### src/rtl/decode_control_stage.sv
// rtl/decode_control_stage.sv - registered MIPS decode stage with load-use tracker, flush, stall and halt
package decode_pkg;
    typedef enum logic [3:0] {
        ALU_SLL  = 4'd0,
        ALU_SRL  = 4'd1,
        ALU_ADD  = 4'd2,
        ALU_SUB  = 4'd3,
        ALU_AND  = 4'd4,
        ALU_OR   = 4'd5,
        ALU_XOR  = 4'd6,
        ALU_NOR  = 4'd7,
        ALU_SLT  = 4'd8,
        ALU_SLTU = 4'd9
    } aluop_t;
endpackage

module decode_control_stage
    import decode_pkg::*;
#(
    parameter int LOAD_LAT = 1
) (
    input  logic        CLK,
    input  logic        nRST,
    input  logic [31:0] instr_i,
    input  logic        instr_valid_i,
    input  logic        stall_ext_i,
    input  logic        flush_i,
    output logic        id_stall_o,
    output logic        iread_o,
    output logic        ex_valid_o,
    output logic [4:0]  rs_o,
    output logic [4:0]  rt_o,
    output logic [4:0]  rd_o,
    output logic [15:0] imm_o,
    output logic [4:0]  shamt_o,
    output aluop_t      ALUCtr,
    output logic        ExtOp,
    output logic        ALUSrc,
    output logic        MemtoReg,
    output logic        RegWr,
    output logic        Jump,
    output logic        JR,
    output logic        JumpReg,
    output logic        LUI,
    output logic        dread,
    output logic        dwrite,
    output logic [1:0]  RegDst,
    output logic [1:0]  Branch,
    output logic [1:0]  LDsel,
    output logic [1:0]  SVsel,
    output logic        illegal_o,
    output logic        halted_o
);

    localparam logic [5:0] OP_RTYPE = 6'h00, OP_J    = 6'h02, OP_JAL  = 6'h03;
    localparam logic [5:0] OP_BEQ   = 6'h04, OP_BNE  = 6'h05, OP_ADDI = 6'h08;
    localparam logic [5:0] OP_ADDIU = 6'h09, OP_SLTI = 6'h0A, OP_SLTIU = 6'h0B;
    localparam logic [5:0] OP_ANDI  = 6'h0C, OP_ORI  = 6'h0D, OP_XORI = 6'h0E;
    localparam logic [5:0] OP_LUI   = 6'h0F, OP_LW   = 6'h23, OP_LBU  = 6'h24;
    localparam logic [5:0] OP_LHU   = 6'h25, OP_SB   = 6'h28, OP_SH   = 6'h29;
    localparam logic [5:0] OP_SW    = 6'h2B, OP_HALT = 6'h3E;

    localparam logic [5:0] FN_SLL  = 6'h00, FN_SRL  = 6'h02, FN_SLLV = 6'h04;
    localparam logic [5:0] FN_SRLV = 6'h06, FN_JR   = 6'h08, FN_ADD  = 6'h20;
    localparam logic [5:0] FN_ADDU = 6'h21, FN_SUB  = 6'h22, FN_SUBU = 6'h23;
    localparam logic [5:0] FN_AND  = 6'h24, FN_OR   = 6'h25, FN_XOR  = 6'h26;
    localparam logic [5:0] FN_NOR  = 6'h27, FN_SLT  = 6'h2A, FN_SLTU = 6'h2B;

    logic [5:0] opcode, funct;
    logic [4:0] f_rs, f_rt, f_rd, f_shamt;

    assign opcode  = instr_i[31:26];
    assign f_rs    = instr_i[25:21];
    assign f_rt    = instr_i[20:16];
    assign f_rd    = instr_i[15:11];
    assign f_shamt = instr_i[10:6];
    assign funct   = instr_i[5:0];

    aluop_t     d_alu;
    logic       d_extop, d_alusrc, d_memtoreg, d_regwr, d_jump, d_jr, d_jumpreg;
    logic       d_lui, d_dread, d_dwrite;
    logic [1:0] d_regdst, d_branch, d_ldsel, d_svsel;
    logic       use_rs, use_rt, is_load, is_halt, is_illegal;

    // Decode the instruction into its control bundle and source-use flags
    always_comb begin
        d_alu      = ALU_SLL;
        d_extop    = 1'b0;
        d_alusrc   = 1'b0;
        d_memtoreg = 1'b0;
        d_regwr    = 1'b0;
        d_jump     = 1'b0;
        d_jr       = 1'b0;
        d_jumpreg  = 1'b0;
        d_lui      = 1'b0;
        d_dread    = 1'b0;
        d_dwrite   = 1'b0;
        d_regdst   = 2'd0;
        d_branch   = 2'd0;
        d_ldsel    = 2'd0;
        d_svsel    = 2'd0;
        use_rs     = 1'b0;
        use_rt     = 1'b0;
        is_load    = 1'b0;
        is_halt    = 1'b0;
        is_illegal = 1'b0;
        case (opcode)
            OP_RTYPE: begin
                d_regdst = 2'd1;
                d_regwr  = 1'b1;
                use_rs   = 1'b1;
                use_rt   = 1'b1;
                case (funct)
                    FN_SLL:  begin d_alu = ALU_SLL; use_rs = 1'b0; end
                    FN_SRL:  begin d_alu = ALU_SRL; use_rs = 1'b0; end
                    FN_SLLV: d_alu = ALU_SLL;
                    FN_SRLV: d_alu = ALU_SRL;
                    FN_JR: begin
                        d_regdst = 2'd0;
                        d_regwr  = 1'b0;
                        d_jr     = 1'b1;
                        use_rt   = 1'b0;
                    end
                    FN_ADD, FN_ADDU: d_alu = ALU_ADD;
                    FN_SUB, FN_SUBU: d_alu = ALU_SUB;
                    FN_AND:  d_alu = ALU_AND;
                    FN_OR:   d_alu = ALU_OR;
                    FN_XOR:  d_alu = ALU_XOR;
                    FN_NOR:  d_alu = ALU_NOR;
                    FN_SLT:  d_alu = ALU_SLT;
                    FN_SLTU: d_alu = ALU_SLTU;
                    default: begin
                        d_regdst   = 2'd0;
                        d_regwr    = 1'b0;
                        use_rs     = 1'b0;
                        use_rt     = 1'b0;
                        is_illegal = 1'b1;
                    end
                endcase
            end
            OP_J:   d_jump = 1'b1;
            OP_JAL: begin
                d_jump    = 1'b1;
                d_jumpreg = 1'b1;
                d_regwr   = 1'b1;
                d_regdst  = 2'd2;
            end
            OP_BEQ, OP_BNE: begin
                d_branch = (opcode == OP_BEQ) ? 2'd1 : 2'd2;
                d_extop  = 1'b1;
                d_alu    = ALU_SUB;
                use_rs   = 1'b1;
                use_rt   = 1'b1;
            end
            OP_ADDI, OP_ADDIU, OP_SLTI, OP_SLTIU: begin
                d_extop  = 1'b1;
                d_alusrc = 1'b1;
                d_regwr  = 1'b1;
                use_rs   = 1'b1;
                d_alu    = (opcode == OP_SLTI)  ? ALU_SLT  :
                           (opcode == OP_SLTIU) ? ALU_SLTU : ALU_ADD;
            end
            OP_ANDI, OP_ORI, OP_XORI: begin
                d_alusrc = 1'b1;
                d_regwr  = 1'b1;
                use_rs   = 1'b1;
                d_alu    = (opcode == OP_ANDI) ? ALU_AND :
                           (opcode == OP_ORI)  ? ALU_OR  : ALU_XOR;
            end
            OP_LUI: begin
                d_lui    = 1'b1;
                d_alusrc = 1'b1;
                d_regwr  = 1'b1;
            end
            OP_LW, OP_LBU, OP_LHU: begin
                d_extop    = 1'b1;
                d_alusrc   = 1'b1;
                d_regwr    = 1'b1;
                d_memtoreg = 1'b1;
                d_dread    = 1'b1;
                d_alu      = ALU_ADD;
                use_rs     = 1'b1;
                is_load    = 1'b1;
                d_ldsel    = (opcode == OP_LBU) ? 2'd1 : (opcode == OP_LHU) ? 2'd2 : 2'd0;
            end
            OP_SW, OP_SB, OP_SH: begin
                d_extop  = 1'b1;
                d_alusrc = 1'b1;
                d_dwrite = 1'b1;
                d_alu    = ALU_ADD;
                use_rs   = 1'b1;
                use_rt   = 1'b1;
                d_svsel  = (opcode == OP_SB) ? 2'd1 : (opcode == OP_SH) ? 2'd2 : 2'd0;
            end
            OP_HALT: is_halt = 1'b1;
            default: is_illegal = 1'b1;
        endcase
    end

    // In-flight load tracker; entry 0 is the most recently issued slot
    logic       trk_v   [LOAD_LAT];
    logic [4:0] trk_dst [LOAD_LAT];
    logic       hazard;

    // A used, non-zero source that matches any in-flight load destination is a hazard
    always_comb begin
        hazard = 1'b0;
        for (int i = 0; i < LOAD_LAT; i++) begin
            if (trk_v[i] && (trk_dst[i] != 5'd0) &&
                ((use_rs && (f_rs == trk_dst[i])) || (use_rt && (f_rt == trk_dst[i]))))
                hazard = 1'b1;
        end
        hazard = hazard & instr_valid_i;
    end

    logic can_issue, issue_dec, set_halt;

    assign can_issue  = ~flush_i & ~halted_o & ~hazard & instr_valid_i;
    assign issue_dec  = can_issue & ~is_halt;
    assign set_halt   = can_issue & is_halt;
    assign id_stall_o = stall_ext_i | (~flush_i & (halted_o | hazard));
    assign iread_o    = ~halted_o;

    // Age the load tracker on every non-frozen cycle; bubbles shift in an invalid slot
    always_ff @(posedge CLK) begin
        if (!nRST) begin
            for (int i = 0; i < LOAD_LAT; i++) begin
                trk_v[i]   <= 1'b0;
                trk_dst[i] <= 5'd0;
            end
        end else if (!stall_ext_i) begin
            for (int i = LOAD_LAT - 1; i > 0; i--) begin
                trk_v[i]   <= trk_v[i-1];
                trk_dst[i] <= trk_dst[i-1];
            end
            trk_v[0]   <= issue_dec & is_load;
            trk_dst[0] <= f_rt;
        end
    end

    // Register the ID/EX bundle: the decode when issuing, zeros for a bubble
    always_ff @(posedge CLK) begin
        if (!nRST) begin
            ex_valid_o <= 1'b0;
            rs_o       <= 5'd0;
            rt_o       <= 5'd0;
            rd_o       <= 5'd0;
            imm_o      <= 16'd0;
            shamt_o    <= 5'd0;
            ALUCtr     <= ALU_SLL;
            ExtOp      <= 1'b0;
            ALUSrc     <= 1'b0;
            MemtoReg   <= 1'b0;
            RegWr      <= 1'b0;
            Jump       <= 1'b0;
            JR         <= 1'b0;
            JumpReg    <= 1'b0;
            LUI        <= 1'b0;
            dread      <= 1'b0;
            dwrite     <= 1'b0;
            RegDst     <= 2'd0;
            Branch     <= 2'd0;
            LDsel      <= 2'd0;
            SVsel      <= 2'd0;
            illegal_o  <= 1'b0;
            halted_o   <= 1'b0;
        end else if (!stall_ext_i) begin
            ex_valid_o <= issue_dec;
            rs_o       <= issue_dec ? f_rs : 5'd0;
            rt_o       <= issue_dec ? f_rt : 5'd0;
            rd_o       <= issue_dec ? f_rd : 5'd0;
            imm_o      <= issue_dec ? instr_i[15:0] : 16'd0;
            shamt_o    <= issue_dec ? f_shamt : 5'd0;
            ALUCtr     <= issue_dec ? d_alu : ALU_SLL;
            ExtOp      <= issue_dec & d_extop;
            ALUSrc     <= issue_dec & d_alusrc;
            MemtoReg   <= issue_dec & d_memtoreg;
            RegWr      <= issue_dec & d_regwr;
            Jump       <= issue_dec & d_jump;
            JR         <= issue_dec & d_jr;
            JumpReg    <= issue_dec & d_jumpreg;
            LUI        <= issue_dec & d_lui;
            dread      <= issue_dec & d_dread;
            dwrite     <= issue_dec & d_dwrite;
            RegDst     <= issue_dec ? d_regdst : 2'd0;
            Branch     <= issue_dec ? d_branch : 2'd0;
            LDsel      <= issue_dec ? d_ldsel : 2'd0;
            SVsel      <= issue_dec ? d_svsel : 2'd0;
            illegal_o  <= issue_dec & is_illegal;
            halted_o   <= halted_o | set_halt;
        end
    end

endmodule

### config.mk
export PLATFORM = sky130hd
export DESIGN_NAME = decode_control_stage
export DESIGN_NICKNAME = d
export VERILOG_FILES = /design/src/rtl/decode_control_stage.sv
export SDC_FILE = /design/constraint.sdc
export NUM_CORES = 1
export LEC_CHECK = 0
export ABC_AREA = 0
export CAP_MARGIN = 15
export CORE_MARGIN = 3
export CORE_UTILIZATION = 44
export DETAILED_ROUTE_END_ITERATION = 10
export HOLD_SLACK_MARGIN = 0.1
export PLACE_DENSITY = 0.78
export SLEW_MARGIN = 5
export SYNTH_ARGS = -nofsm -noshare
export SYNTH_HDL_FRONTEND = slang
export SYNTH_SLANG_ARGS = --single-unit
### constraint.sdc
create_clock -name CLK -period 2.1 [get_ports CLK]
set_input_delay 0.315 -clock CLK [delete_from_list [all_inputs] [get_ports CLK]]
set_output_delay 0.315 -clock CLK [all_outputs]
set_load 0.02 [all_outputs]
# [Yosys cells after proc, flatten, opt, wreduce, memory -nomap -nowiden]
# Memories as Yosys holds them, arrays and structs flattened.
# Index checks and enable logic that the tools add are counted.
[classes] n_eq_ne=35 n_reduce_logical=29 bitwise=24 n_mux=52
[ops] cell="6-bit == test (second input constant)" count=17
[ops] cell="6-bit by 4-bit == test with 1-bit output (second input constant)" count=9
[ops] cell="4-bit one-hot mux with 9 select lines" count=1
[ops] cell="15-bit OR reduction" count=2
[ops] cell="2-bit two-way mux" count=14
[ops] cell="14-bit OR reduction" count=2
[ops] cell="5-bit two-way mux" count=5
[ops] cell="6-bit by 3-bit == test with 1-bit output (second input constant)" count=4
[ops] cell="12-bit OR reduction" count=2
[ops] cell="1-bit two-way mux" count=22
[ops] cell="4-bit one-hot mux with 5 select lines" count=1
[ops] cell="19-bit OR reduction" count=1
[ops] cell="6-bit by 2-bit == test with 1-bit output (second input constant)" count=3
[ops] cell="1-bit bitwise AND" count=17
[ops] cell="16-bit two-way mux" count=1
[ops] cell="13-bit OR reduction" count=1
[ops] cell="6-bit zero test" count=2
[ops] cell="4-bit two-way mux" count=3
[ops] cell="5-bit == test" count=2
[ops] cell="2-bit OR reduction" count=5
[ops] cell="5-bit OR reduction" count=2
[ops] cell="3-bit OR reduction" count=3
[ops] cell="1-bit one-hot mux with 2 select lines" count=4
[ops] cell="6-bit OR reduction" count=1
[ops] cell="other kinds (8)" count=16
[totals] regBits=60 n_memories=2 mem_bits_rw=6 output_inout_bits=63 input_bits=37
[memory_table] name="trk_dst" depth=1 width=5 read_ports=1 rd_ports_with_merged_regs=0 wr=1 line="202" rtl="logic [4:0] trk_dst [LOAD_LAT];"
[memory_table] name="trk_v" depth=1 width=1 read_ports=1 rd_ports_with_merged_regs=0 wr=1 line="201" rtl="logic trk_v [LOAD_LAT];"

# [Depth between registers and ports, before layout]
[depth] ltp_word=15 depth_mapped=8

# [Least setup slack after synthesis]
# No wires, ideal clock.
[synth_timing] path_kind="in2out" startpoint="input port instr_i[5]" endpoint="output port id_stall_o" arrival_time_ns=1.728 cell_stages=7 slack_ns=0.057 path_buffers=1 required_ns=1.785 path_cell_list="clkbuf_1 nor4b_1 o21bai_1 a21oi_1 o211a_2 nor2_1 o21bai_1"
[synth_between] elab_chain_len=12 elab_cells_between_ends=30 cone_classes="14 x eq/ne; 5 x mux; 4 x bitwise; 7 x reduce/logical"
[synth_lines] item="from (decl)" line="24" rtl="input logic [31:0] instr_i,"
[synth_lines] item="6-bit == test, or another cell as far along" line="113" rtl="case (funct)"
[synth_lines] item="14-bit OR reduction (no line) / 13-bit OR reduction (equally long branches)"
[synth_lines] item="1-bit two-way mux" line="113"
[synth_lines] item="1-bit one-hot mux with 2 select lines" line="107" rtl="case (opcode)"
[synth_lines] item="1-bit logical AND" line="210" rtl="((use_rs && (f_rs == trk_dst[i])) || (use_rt && (f_rt == trk_dst[i]))))"
[synth_lines] item="1-bit logical OR (*)" line="210"
[synth_lines] item="1-bit logical AND (*)" line="209" rtl="if (trk_v[i] && (trk_dst[i] != 5'd0) &&"
[synth_lines] item="1-bit two-way mux (*)" line="209"
[synth_lines] item="1-bit bitwise AND (*)" line="213" rtl="hazard = hazard & instr_valid_i;"
[synth_lines] item="1-bit bitwise OR (*)" line="221" rtl="assign id_stall_o = stall_ext_i | (~flush_i & (halted_o | hazard));"
[synth_lines] item="1-bit bitwise AND (*)" line="221"
[synth_lines] item="1-bit bitwise OR (*)" line="221"
[synth_lines] item="to (decl)" line="28" rtl="output logic id_stall_o,"
# Every way passes the cells marked *; elsewhere a longest branch is shown, timed or not.

# [Worst setup path in the final report]
[layout_timing] startpoint="input port instr_i[3]" endpoint="output port id_stall_o"
# The elaborated chain is that of the path after synthesis.

==> flow_summary_export.csv <==
group,metric,value,unit
clock_tree,htreeDepth,2,
clock_tree,tritoncts_buffer_count,5,
finish,layout.cells.most_common,"sky130_fd_sc_hd__clkdlybuf4s50_1",
placement,io_buffers,99,
placement,post-place-cells,462,
drt,drt.antenna.violating_nets,0,
synth,postSynth.asyncResetShare,0,%
placement,dp_hpwl,5872,microns
outcome,failed_checks,"setup timing",
timing,setup_violations,51,
die,num_io_pins,100,
synth,syn-cell-area,2626,sq um
finish,design_area,4447,sq um
die,dieWidth,83.26,microns
synth,synth_enable_flop_cells,6,
drt,detail_route.iter0.violations,124,
global_routing,grt_max_degree,21,
pwr,p_leak,0.001775,uW
clock_tree,cts.path.max_buffers,2,
clock_tree,clock_tree_from_tritoncts,"yes",
pwr,pwr_density_cell,540.5,nW/um^2
finish,most-common-layout-cells,"sky130_fd_sc_hd__clkdlybuf4s50_1, sky130_fd_sc_hd__buf_4, sky130_fd_sc_hd__dfxtp_1",
timing,timing.final.crit_period,2.412,ns
clock_tree,clk_pin_slew,0.10,ns
worst_setup_path,crit_family,"buffers and inverters",
timing,timing.final.ws_setup,-0.3118,ns
global_routing,antenna_violations_before_repair,0,
synth,syn_area_per_cell,10.10,sq um
synth,postSynthRegisterBits,56,
drt,routed_wire_length_per_instance,18.87,microns
worst_setup_path,worst-setup-path-type,"input port to output pin",
flow_run,number_of_maximum_capacitance_violations,0,
worst_setup_path,critical_path_required,1.78,ns
timing,worst_slew_margin_rel,72.76,%
worst_setup_path,cp.buffers_inverters,4,
synth,synthDominantAreaCellType,"sky130_fd_sc_hd__dfxtp_1",
worst_setup_path,critical_path.max_fanout,7,
timing,achievable-frequency,414.6,MHz
worst_setup_path,cp_common_cell,"sky130_fd_sc_hd__buf_4",
clock_tree,clock_latency,0.32,ns
placement,place_congestion,0.8708,
drt,finalWirelength,9283,microns
die,std_cell_rows,27,
synth,post-synth-top-area-fraction,38.11,%
clock_tree,cts_root_buffer,"sky130_fd_sc_hd__clkbuf_8",
worst_setup_path,crit_path_top_delay_cell,"sky130_fd_sc_hd__clkdlybuf4s50_1",
finish,area_growth,69.32,%
finish,diodes,0,
synth,synth_top_cells_by_area,"sky130_fd_sc_hd__dfxtp_1, sky130_fd_sc_hd__a22o_1, sky130_fd_sc_hd__edfxtp_1, sky130_fd_sc_hd__buf_4, sky130_fd_sc_hd__buf_6",
timing,finalHoldViolations,0,
finish,fin_cells,492,
die,floorplan.initialDensity,46.55,%
synth,synthesis.instances,260,
pwr,ir_drop,0.3254,mV
drt,vias_after_detailed_routing,2760,
worst_setup_path,worst_path_largest_cell_delay,0.48,ns
worst_setup_path,worst_setup_path_start_kind,"input port",
min_path,hp-class,"flop to flop",
synth,synthDistinctLibCells,50,
synth,mappedNetlistNets,297,
global_routing,globalRouteTotalUtil,26.60,%
timing,timing_worst_slew_pin_value,0.4049,ns
die,core,5642,sq um
global_routing,grt_pass1_wl,14850,microns
synth,ys.flop_type,"sky130_fd_sc_hd__dfxtp_1",
timing,post-route-period-util,114.8,%
finish,layout.nets,456,
drt,detail_route.drc_violations,0,
synth,part_of_the_yosys_area_used_for_sequential_elements,44.97,%
synth,yosysWarnings,0,
worst_setup_path,worstSetupEndpointType,"output pin",
die,design.die.area,6931,sq um
timing,timing.clock.skew,0.01463,ns
drt,vias_per_cell,5.610,
outcome,status,"finished with violations",
global_routing,first_global_vias,2918,
global_routing,globalRoute.totalOverflow,0,
finish,share_of_layout_cells_above_drive_strength_1,26.90,%
timing,grt_setup_unrepaired,"yes",
worst_setup_path,arrival,2.10,ns
placement,placement.cell_area,3979,sq um
timing,slew_violations,0,
die,chipHeight,83.26,microns
drt,drt_pre_antenna_iters,4,
clock_tree,clk_sink_count,56,
worst_setup_path,path_cells,"clkdlybuf4s50_1, buf_4, inv_1, o21ai_0, a21oi_1, o211a_2, nor2_2, o21bai_1, buf_4",
flip-flops by register name, summed over array words and instances, names as in the netlist, 2 cells and up:
register  count
Branch        2
ALUCtr        4
RegDst        2
LDsel         2
rt_o          5
imm_o        11
rs_o          5
rd_o          5
SVsel         2
trk_dst       5
cell families after synthesis:
| logic type | Yosys count | share of synthesized area (%) |
|---|---|---|
| buffers and inverters | 35 | 8.194 |
| multiplexers | 1 | 0.4287 |
| XOR/XNOR | 10 | 3.335 |
| AO/OA/AOI/OAI | 88 | 26.92 |
| AND/OR/NAND/NOR | 70 | 16.15 |
| flip-flops | 56 | 44.97 |
per-stage QoR:
step,setup TNS [ns],worst slack (ns),utilization (%),total power (uW),hold WS (ns)
after detailed placement,-39.17,-0.8752,70.53,1554,0.4429
after CTS,-4.270,-0.3100,78.11,2381,0.4611
after floorplan,0,0.05700,-,1324,0.4328
after global routing,-7.383,-0.4047,78.82,2488,0.4829
after global placement,-35.98,-0.8759,70.53,1548,0.4371
final,-3.939,-0.3118,78.82,2403,0.4628
synthesized netlist by cell type (3+ instances only):
master,number
sky130_fd_sc_hd__dfxtp_1,50
sky130_fd_sc_hd__a22o_1,43
sky130_fd_sc_hd__nor2_1,14
sky130_fd_sc_hd__buf_4,12
sky130_fd_sc_hd__clkbuf_1,11
sky130_fd_sc_hd__nand2_1,11
sky130_fd_sc_hd__a21oi_1,9
sky130_fd_sc_hd__and2_1,7
sky130_fd_sc_hd__nor2b_1,7
sky130_fd_sc_hd__edfxtp_1,6
sky130_fd_sc_hd__inv_1,6
sky130_fd_sc_hd__nor3_1,6
sky130_fd_sc_hd__o21ai_0,6
sky130_fd_sc_hd__buf_6,5
sky130_fd_sc_hd__xnor2_1,5
sky130_fd_sc_hd__xor2_1,5
sky130_fd_sc_hd__o21bai_1,4
sky130_fd_sc_hd__a211oi_1,3
sky130_fd_sc_hd__nand2b_1,3
sky130_fd_sc_hd__nor4b_1,3
sky130_fd_sc_hd__o211ai_1,3
sky130_fd_sc_hd__o22ai_1,3
area by class of cell:
cell class / instances / area, sq um
Clock buffer: 6 / 93.84
Clock inverter: 2 / 38.79
Fill cell: 365 / 1195
Inverter: 6 / 22.52
Multi-Input combinational cell: 173 / 1359
Sequential cell: 56 / 1181
Tap cell: 72 / 90.09
Timing Repair Buffer: 177 / 1662
routing by layer:
layer	up-vias	track usage, %	wire length, microns
met3	24	6.944	686
li1	1288	-	-
met5	-	0	0
met1	1320	30.45	3659
met2	128	46.50	4667
met4	0	11.44	269
path summary, 6_finish.rpt:
path,start,end,slack (ns),cells past startpoint
setup / recovery,instr_i[3],id_stall_o,-0.31,9
hold / removal,ex_valid_o,ex_valid_o,0.46,1
setup reg to reg,trk_dst[0][3],trk_v[0],-0.23,8
hold reg to reg,ex_valid_o,ex_valid_o,0.46,1
what timing repair did:
item	in CTS	in global routing
gates cloned	5	0
gates resized for setup	38	9
pin swaps	41	23
setup buffers	16	2
hold buffers	0	0
endpoints found under the setup margin	50	51
power by group:
part           switching (uW)  internal (uW)  total (uW)
Clock                     382            433         814
Sequential               16.2           1100        1120
Combinational             223            245         468
Total                     620           1780        2400
Power figures use the tool's default switching activity.
